### config.mk
export PLATFORM = sky130hd
export DESIGN_NAME = muldiv_unit
export DESIGN_NICKNAME = d
export VERILOG_FILES = /design/src/rtl/muldiv_unit.sv
export SDC_FILE = /design/constraint.sdc
export NUM_CORES = 1
export LEC_CHECK = 0
export CAP_MARGIN = 5
export CELL_PAD_IN_SITES_DETAIL_PLACEMENT = 0
export CELL_PAD_IN_SITES_GLOBAL_PLACEMENT = 1
export CORE_UTILIZATION = 44
export CTS_BUF_LIST = sky130_fd_sc_hd__clkbuf_4 sky130_fd_sc_hd__clkbuf_8
export DETAILED_ROUTE_END_ITERATION = 6
export GPL_TIMING_DRIVEN = 0
export PLACE_DENSITY_LB_ADDON = 0.1
export RECOVER_POWER = 25
export SYNTH_ARGS = -nofsm -noshare
export SYNTH_HDL_FRONTEND = slang
export SYNTH_SLANG_ARGS = --single-unit
### constraint.sdc
create_clock -name clk -period 4 [get_ports clk]
set_input_delay 0.8 -clock clk [delete_from_list [all_inputs] [get_ports clk]]
set_output_delay 0.8 -clock clk [all_outputs]
set_load 0.03 [all_outputs]
### src/rtl/muldiv_unit.sv
// Iterative radix-2 multiply/divide unit (signed and unsigned), one bit per cycle.
// Operates on magnitudes, then applies signs in a final fix-up cycle.
module muldiv_unit #(
  parameter int WIDTH = 32
) (
  input  logic             clk,
  input  logic             rst,
  input  logic             start,
  input  logic [1:0]       op,
  input  logic             annul,
  input  logic [WIDTH-1:0] opa,
  input  logic [WIDTH-1:0] opb,
  output logic             busy,
  output logic             ready,
  output logic [WIDTH-1:0] hi,
  output logic [WIDTH-1:0] lo,
  output logic             div_by_zero
);

  localparam int CW = $clog2(WIDTH) + 1;

  typedef enum logic [1:0] {IDLE, RUN, FIX, DONE} state_t;

  state_t           state_q, state_d;
  logic [CW-1:0]    cnt_q, cnt_d;
  logic [1:0]       op_q, op_d;
  logic             sa_q, sa_d;
  logic             sb_q, sb_d;
  logic             dz_q, dz_d;
  logic [WIDTH:0]   acc_q, acc_d;
  logic [WIDTH-1:0] low_q, low_d;
  logic [WIDTH-1:0] mag_q, mag_d;
  logic [WIDTH-1:0] hi_q, hi_d;
  logic [WIDTH-1:0] lo_q, lo_d;
  logic             dbz_q, dbz_d;

  logic [WIDTH-1:0]   abs_a, abs_b;
  logic [WIDTH:0]     msum;
  logic [WIDTH:0]     shifted;
  logic [WIDTH+1:0]   diff;
  logic [2*WIDTH-1:0] prod, prod_s;
  logic               neg_res;

  always_comb begin
    state_d = state_q;
    cnt_d   = cnt_q;
    op_d    = op_q;
    sa_d    = sa_q;
    sb_d    = sb_q;
    dz_d    = dz_q;
    acc_d   = acc_q;
    low_d   = low_q;
    mag_d   = mag_q;
    hi_d    = hi_q;
    lo_d    = lo_q;
    dbz_d   = dbz_q;

    abs_a   = (op[0] && opa[WIDTH-1]) ? -opa : opa;
    abs_b   = (op[0] && opb[WIDTH-1]) ? -opb : opb;
    msum    = acc_q + (low_q[0] ? {1'b0, mag_q} : '0);
    // Restoring divide: remainder gains the next dividend bit, keep the subtraction only if it did not borrow.
    shifted = {acc_q[WIDTH-1:0], low_q[WIDTH-1]};
    diff    = {1'b0, shifted} - {2'b00, mag_q};
    prod    = {acc_q[WIDTH-1:0], low_q};
    neg_res = op_q[0] && (sa_q ^ sb_q);
    prod_s  = neg_res ? -prod : prod;

    case (state_q)
      IDLE: begin
        if (start && !annul) begin
          op_d  = op;
          sa_d  = op[0] && opa[WIDTH-1];
          sb_d  = op[0] && opb[WIDTH-1];
          cnt_d = '0;
          if (op[1] && (opb == '0)) begin
            dz_d    = 1'b1;
            acc_d   = {1'b0, opa};
            low_d   = '1;
            state_d = FIX;
          end else begin
            dz_d    = 1'b0;
            acc_d   = '0;
            low_d   = op[1] ? abs_a : abs_b;
            mag_d   = op[1] ? abs_b : abs_a;
            state_d = RUN;
          end
        end
      end
      RUN: begin
        if (annul) begin
          state_d = IDLE;
        end else begin
          cnt_d = cnt_q + CW'(1);
          if (!op_q[1]) begin
            acc_d = {1'b0, msum[WIDTH:1]};
            low_d = {msum[0], low_q[WIDTH-1:1]};
          end else if (!diff[WIDTH+1]) begin
            acc_d = diff[WIDTH:0];
            low_d = {low_q[WIDTH-2:0], 1'b1};
          end else begin
            acc_d = shifted;
            low_d = {low_q[WIDTH-2:0], 1'b0};
          end
          if (cnt_q == CW'(WIDTH - 1))
            state_d = FIX;
        end
      end
      FIX: begin
        if (annul) begin
          state_d = IDLE;
        end else begin
          dbz_d   = dz_q;
          state_d = DONE;
          if (dz_q) begin
            hi_d = acc_q[WIDTH-1:0];
            lo_d = low_q;
          end else if (!op_q[1]) begin
            hi_d = prod_s[2*WIDTH-1:WIDTH];
            lo_d = prod_s[WIDTH-1:0];
          end else begin
            // Remainder follows the dividend's sign; quotient is negated when signs differ.
            hi_d = sa_q ? -acc_q[WIDTH-1:0] : acc_q[WIDTH-1:0];
            lo_d = neg_res ? -low_q : low_q;
          end
        end
      end
      DONE: begin
        state_d = IDLE;
      end
      default: state_d = IDLE;
    endcase
  end

  always_ff @(posedge clk) begin
    if (rst) begin
      state_q <= IDLE;
      cnt_q   <= '0;
      op_q    <= '0;
      sa_q    <= 1'b0;
      sb_q    <= 1'b0;
      dz_q    <= 1'b0;
      acc_q   <= '0;
      low_q   <= '0;
      mag_q   <= '0;
      hi_q    <= '0;
      lo_q    <= '0;
      dbz_q   <= 1'b0;
    end else begin
      state_q <= state_d;
      cnt_q   <= cnt_d;
      op_q    <= op_d;
      sa_q    <= sa_d;
      sb_q    <= sb_d;
      dz_q    <= dz_d;
      acc_q   <= acc_d;
      low_q   <= low_d;
      mag_q   <= mag_d;
      hi_q    <= hi_d;
      lo_q    <= lo_d;
      dbz_q   <= dbz_d;
    end
  end

  assign busy        = (state_q == RUN) || (state_q == FIX);
  assign ready       = (state_q == DONE);
  assign hi          = hi_q;
  assign lo          = lo_q;
  assign div_by_zero = dbz_q;

endmodule

# Word level (Yosys, flattened, before mapping)
# Index checks and enable logic that the tools add are counted.
[totals]
output_inout_bits = 67
reg_bits = 175
elab_cells = 79
inputBits = 70
[classes]
add_sub_neg = 8
reduce_logical = 15
n_bitwise = 3
n_mux = 34
eq_ne = 7
[op_table]
columns = ["cell", "n"]
rows = [
  ["$mux W32", 16],
  ["$mux W33", 4],
  ["$neg A32 Y32", 4],
  ["$pmux W33 S2", 1],
  ["$mux W64", 1],
  ["$neg A64 Y64", 1],
  ["$pmux W32 S2", 1],
  ["$sub A33 B32 Y34", 1],
  ["$add A33 B32 Y33", 1],
  ["$logic_not A32 Y1", 1],
  ["$mux W6", 2],
  ["$pmux W6 S2", 1],
  ["$mux W2", 5],
  ["$pmux W2 S4", 1],
  ["$add A6 B1 Y6 const B", 1],
  ["$eq A6 B5 Y1 const B", 1],
  ["$reduce_and A2 Y1", 3],
  ["$reduce_and A3 Y1", 2],
  ["$logic_and A1 B1 Y1", 5],
  ["$eq A2 B2 Y1 const B", 2],
  ["$ne A2 B2 Y1 const B", 2],
  ["$ne A3 B3 Y1 const B", 1],
  ["$eq A2 B1 Y1 const B", 1],
  ["$logic_not A2 Y1", 1],
  ["other kinds (6)", 8],
]

# Depth between registers and ports, before layout
# Gate-level depths: netlist (run 1).
[depth]
depth_word = 6
ltp_mapped = 16
depth_no_buf = 12

# Least setup slack after synthesis (run 1)
# OpenSTA, ideal clock, no wires.
[synth_path]
kind = "input to register"
start = "input opb[20]"
end = "register acc_q[28]"
setup_slack_ns = 0.569
arrival_time_ns = 3.357
path_stages = 11
setup_ns = 0.074
n_path_buf = 2
t_required_ns = 3.926
cell_sequence = "or4_1 or3_1 or4_1 nor4_4 nor2b_1 buf_2 buf_4 nand3_1 a31oi_1 o21ai_1 a31oi_1"
[synth_between]
elab_chain_cells = 5
[synth_rtl]
columns = ["item", "line", "text"]
rows = [
  ["start: declaration", "12", "input logic [WIDTH-1:0] opb,"],
  ["$logic_not A32 Y1", "75", "if (op[1] && (opb == '0)) begin"],
  ["$logic_and A1 B1 Y1", "75", ""],
  ["$mux W32", "75", ""],
  ["$mux W33", "70", "if (start && !annul) begin"],
  ["$pmux W33 S2", "68", "case (state_q)"],
  ["end signal: assignment", "142", "acc_q <= '0;"],
  ["end signal: assignment", "155", "acc_q <= acc_d;"],
  ["end: declaration", "30", "logic [WIDTH:0] acc_q, acc_d;"],
]
# No other way between the ends. The select of a mux whose other input is x is not followed.
# A chain may end at the register's enable or synchronous reset.

# Worst setup path after layout (run 1)
[layout_path]
start = "register low_q[31]"
end = "register acc_q[30]"
[layout_between]
elab_chain_cells = 5
[layout_rtl]
columns = ["item", "line", "text"]
rows = [
  ["start: declaration", "31", "logic [WIDTH-1:0] low_q, low_d;"],
  ["start signal: assignment", "156", "low_q <= low_d;"],
  ["$sub A33 B32 Y34", "63", "diff = {1'b0, shifted} - {2'b00, mag_q};"],
  ["$mux W33", "97", "end else if (!diff[WIDTH+1]) begin"],
  ["$mux W33", "94", "if (!op_q[1]) begin"],
  ["$mux W33", "90", "if (annul) begin"],
  ["$pmux W33 S2", "68", ""],
]
# No other way between the ends. The select of a mux whose other input is x is not followed.

==> results by group, run 1 <==
Run status
  – Status: finished with violations
  – Violations in the final reports: DRC

Detailed routing
  – Vias post-DR: 16,285
  – Iter 0 DRT Violations: 1,752
  – Number of nets still failing antenna checks after routing: 0
  – Total DRC errors in the routed layout: 3
  – Wire per inst: 24.17 um
  – Vias per std cell: 6.216
  – Total iterations of the first detailed-routing run: 7
  – Total length of routed wires: 63.33 mm

Floorplan
  – Vertical die dimension: 185.7 um
  – Io pins: 137
  – Area of the die: 34,480 um2
  – Die width: 185.7 um
  – Std-Cell Core Area: 32,870 um2
  – Total number of placement rows: 66
  – Effective utilization at floorplan: 45.17%

CTS
  – Number of buffers inserted by hold repair at cts: 0
  – Clock tree from TritonCTS: yes
  – CTS H-tree lvls: 4
  – CTS Root Cell: clkbuf_8
  – Maximum buffer depth of the clock tree: 2
  – Clock latency on the worst-skew pair: 0.51 ns
  – Number of sinks handled by clock tree synthesis: 175
  – CTS Buf Count: 17
  – CTS clk-pin slew, worst paths: 0.11 ns

Logic synthesis
  – Fraction of registers with async set/reset: 0%
  – Top cell types by occurrence after synthesis: nor2_1 (259), nand2_1 (182), dfxtp_1 (175), a21oi_1 (172), o21ai_0 (124)
  – Post-synthesis cell area: 14,840 um2
  – Mean instance size in the synthesized netlist: 7.393 um2
  – Cell count after synthesis: 2,008
  – Flip-flop and latch count after synthesis: 175
  – Ys Warns: 0
  – Top-area cell type share of the netlist area: 23.60%
  – Count of flip-flops with a built-in enable after synthesis: 0
  – Top_reg_cell synth: dfxtp_1
  – Most instantiated library cell after synthesis: nor2_1
  – Most area-consuming cells after synthesis: dfxtp_1 (24%), nor2_1 (6.5%), ha_1 (6.2%)
  – Number of nets in the synthesized netlist: 2,153
  – Sequential area share after synthesis: 23.60%
  – Synth area leader: dfxtp_1
  – Count of cell types in the netlist: 76

Setup path
  – Setup slack of the worst register-to-register path: 0.11 ns
  – Slowest CP cell: a21oi_1
  – Largest stage delay, worst path: 0.59 ns
  – Worst Setup Start Kind: flip-flop
  – Critical path peak fanout: 5
  – Arrival time at the worst endpoint: 4.29 ns
  – Ordered cell list for the critical path: inv_1 > ha_1 > fa_1 > nor2b_1 > o21a_1 > a311o_1 > a21oi_1 > a211oi_1 > o21ai_1 > o21ai_0 > a2111oi_1 > o31ai_1
  – Worst EP required: 4.39 ns
  – Type of element capturing the critical path: flip-flop
  – Logic depth of the worst register-to-register path: 12
  – Kind of critical path: reg2reg
  – Worst R2R Start: low_q[31]
  – Capture point of the worst reg-to-reg path: acc_q[30]

Placed design
  – Worst slack after detailed placement: -0.5779 ns
  – Routability congestion estimate from global placement: 1.049
  – Number of placed instances with taps included: 2,585
  – HPWL reported at the end of detailed placement: 50.53 mm
  – Count of input and output buffers: 135

Global route
  – Antenna violations before repair: 2
  – All-Layer GR Usage: 36.70%
  – Number of global-route vias before repair: 14,832
  – Total grt overflow: 0
  – Pin count of the biggest net entering global routing: 18
  – First-pass GRT wire length: 93.36 mm

STA
  – Number of pins exceeding their max-slew limit in the final report: 0
  – Setup-violating endpoint count in the final report: 0
  – Maximum clock rate: 0.2568 GHz
  – Hold violation count in the final report: 0
  – Clock Skews: 0.01662 ns
  – Worst-Margin Slew: 1.126 ns
  – Final Cycle Share: 97.35%
  – Period minus WS final: 3.894 ns
  – Worst path setup slack after routing: 0.1058 ns
  – RSZ-0062 raised after global routing: no
  – Slew HR: 24.92%

Hold path
  – Min-Delay Endpoint: hi[15]
  – Startpoint of the lowest-slack hold path: hi[15]
  – Number of stages on the worst hold path: 2
  – HP Class: reg2reg

Power
  – Lkg Pwr: 6.424 nW
  – Peak ir drop on the vdd network: 0.3443 mV
  – P per Cell Area: 632.3 nW/um2

Final layout
  – Post-route non-filler standard cell count: 2,620
  – Nets: 2,309
  – Area growth, synth to finish: 16.80%
  – Fraction of final layout cells sized beyond drive strength 1: 5.972%

Job
  – Count of maximum capacitance violations: 0
==> state kept, by name (all words and copies together) (netlist names) <==
name	count
sb_q	1
acc_q	33
sa_q	1
div_by_zero	1
cnt_q	6
dz_q	1
low_q	32
state_q	2
hi	32
mag_q	32
op_q	2
lo	32
==> routing by layer <==
metal	up-vias	part of all wire, %	global-route usage, %
met3	144	7.8	5.068
li1	7626	-	-
met1	7692	44	50.19
met5	-	0.028	0
met2	821	44	57.68
met4	2	4.0	15.08
==> where the power goes <==
group	internal, mW	switching, mW
combinational	2.48	4.47
sequential	2.05	0.543
clock	0.617	0.807
==> metrics by stage <==
| step | hold slack, ns | instance area (um2) | utilization [%] | power [mW] | setup TNS, ns |
|---|---|---|---|---|---|
| 2_1_floorplan | 0.4319 | 14840 | - | 7.016 | 0 |
| 3_3_place_gp | 0.4425 | 16750 | 50.96 | 9.219 | -27.81 |
| 3_5_place_dp | 0.4449 | 16750 | 50.96 | 9.246 | -27.27 |
| 4_1_cts | 0.4588 | 17220 | 52.39 | 10.68 | 0 |
| 5_1_grt | 0.4815 | 17340 | 52.74 | 11.55 | 0 |
| 6_report | 0.4555 | 17340 | 52.75 | 10.96 | 0 |
==> worst max-delay path: cells and delay by family (launching register included) <==
kind / cells / cell delay [ns]
buffers and inverters: 1 / 0.22
and+or+nand+nor: 1 / 0.06
AOI/OAI and AO/OA: 8 / 2.61
adders and majority gates: 2 / 0.47
DFF: 1 / 0.40
==> final cells by class <==
class | instances | area [um2]
Sequential cell | 175 | 3510
Fill cell | 3341 | 15530
Clock inverter | 13 | 166.4
Clock buffer | 19 | 261.5
Inverter | 64 | 244.0
Buffer | 135 | 561.8
Tap cell | 442 | 553.0
Multi-Input combinational cell | 1631 | 10650
Antenna cell | 1 | 2.502
Timing Repair Buffer | 140 | 1391
==> worst max path at each step <==
stage / startpoint / end / slack [ns]
after floorplan: opb[20] / acc_q[28] / 0.57
after detailed placement: low_q[0] / acc_q[25] / -0.58
after CTS: low_q[31] / acc_q[32] / 0.01
after global placement: low_q[0] / acc_q[25] / -0.60
after global routing: opb[21] / acc_q[23] / 0.008
final: low_q[31] / acc_q[30] / 0.11
==> kinds of logic after synthesis <==
family	count (synthesis)	synth area share (%)
AOI/OAI and AO/OA	626	27.73
xor gates and xnor gates	166	9.794
adders and majority gates	75	6.423
buffers and inverters	202	5.302
DFF	175	23.60
muxes	81	5.639
and+or+nand+nor	683	21.51
==> timing repair <==
action | in CTS | in global routing
buffers inserted | 0 | 5
resized for setup | 16 | 33
pin swaps | 1 | 3
setup endpoints to repair | 26 | 53
endpoints found under the hold margin | 0 | 0
==> cell usage in the layout (no fill, tap or decap), types with 73 or more instances in the layout <==
cell	Yosys	routed
a21oi_1	172	170
nand2_1	182	182
dfxtp_1	175	172
a211oi_1	89	87
clkdlybuf4s50_1	0	76
xor2_1	96	96
ha_1	73	73
nor2_1	259	259
o21ai_0	124	119
clkbuf_1	113	105
(Power assumes the default switching activity.)
==> run 2: changes to the inputs <==
- SLEW_MARGIN: not set -> 20
==> results of run 2 <==
Same layout as run 1: the final DEF is identical, and so are final timing and power.
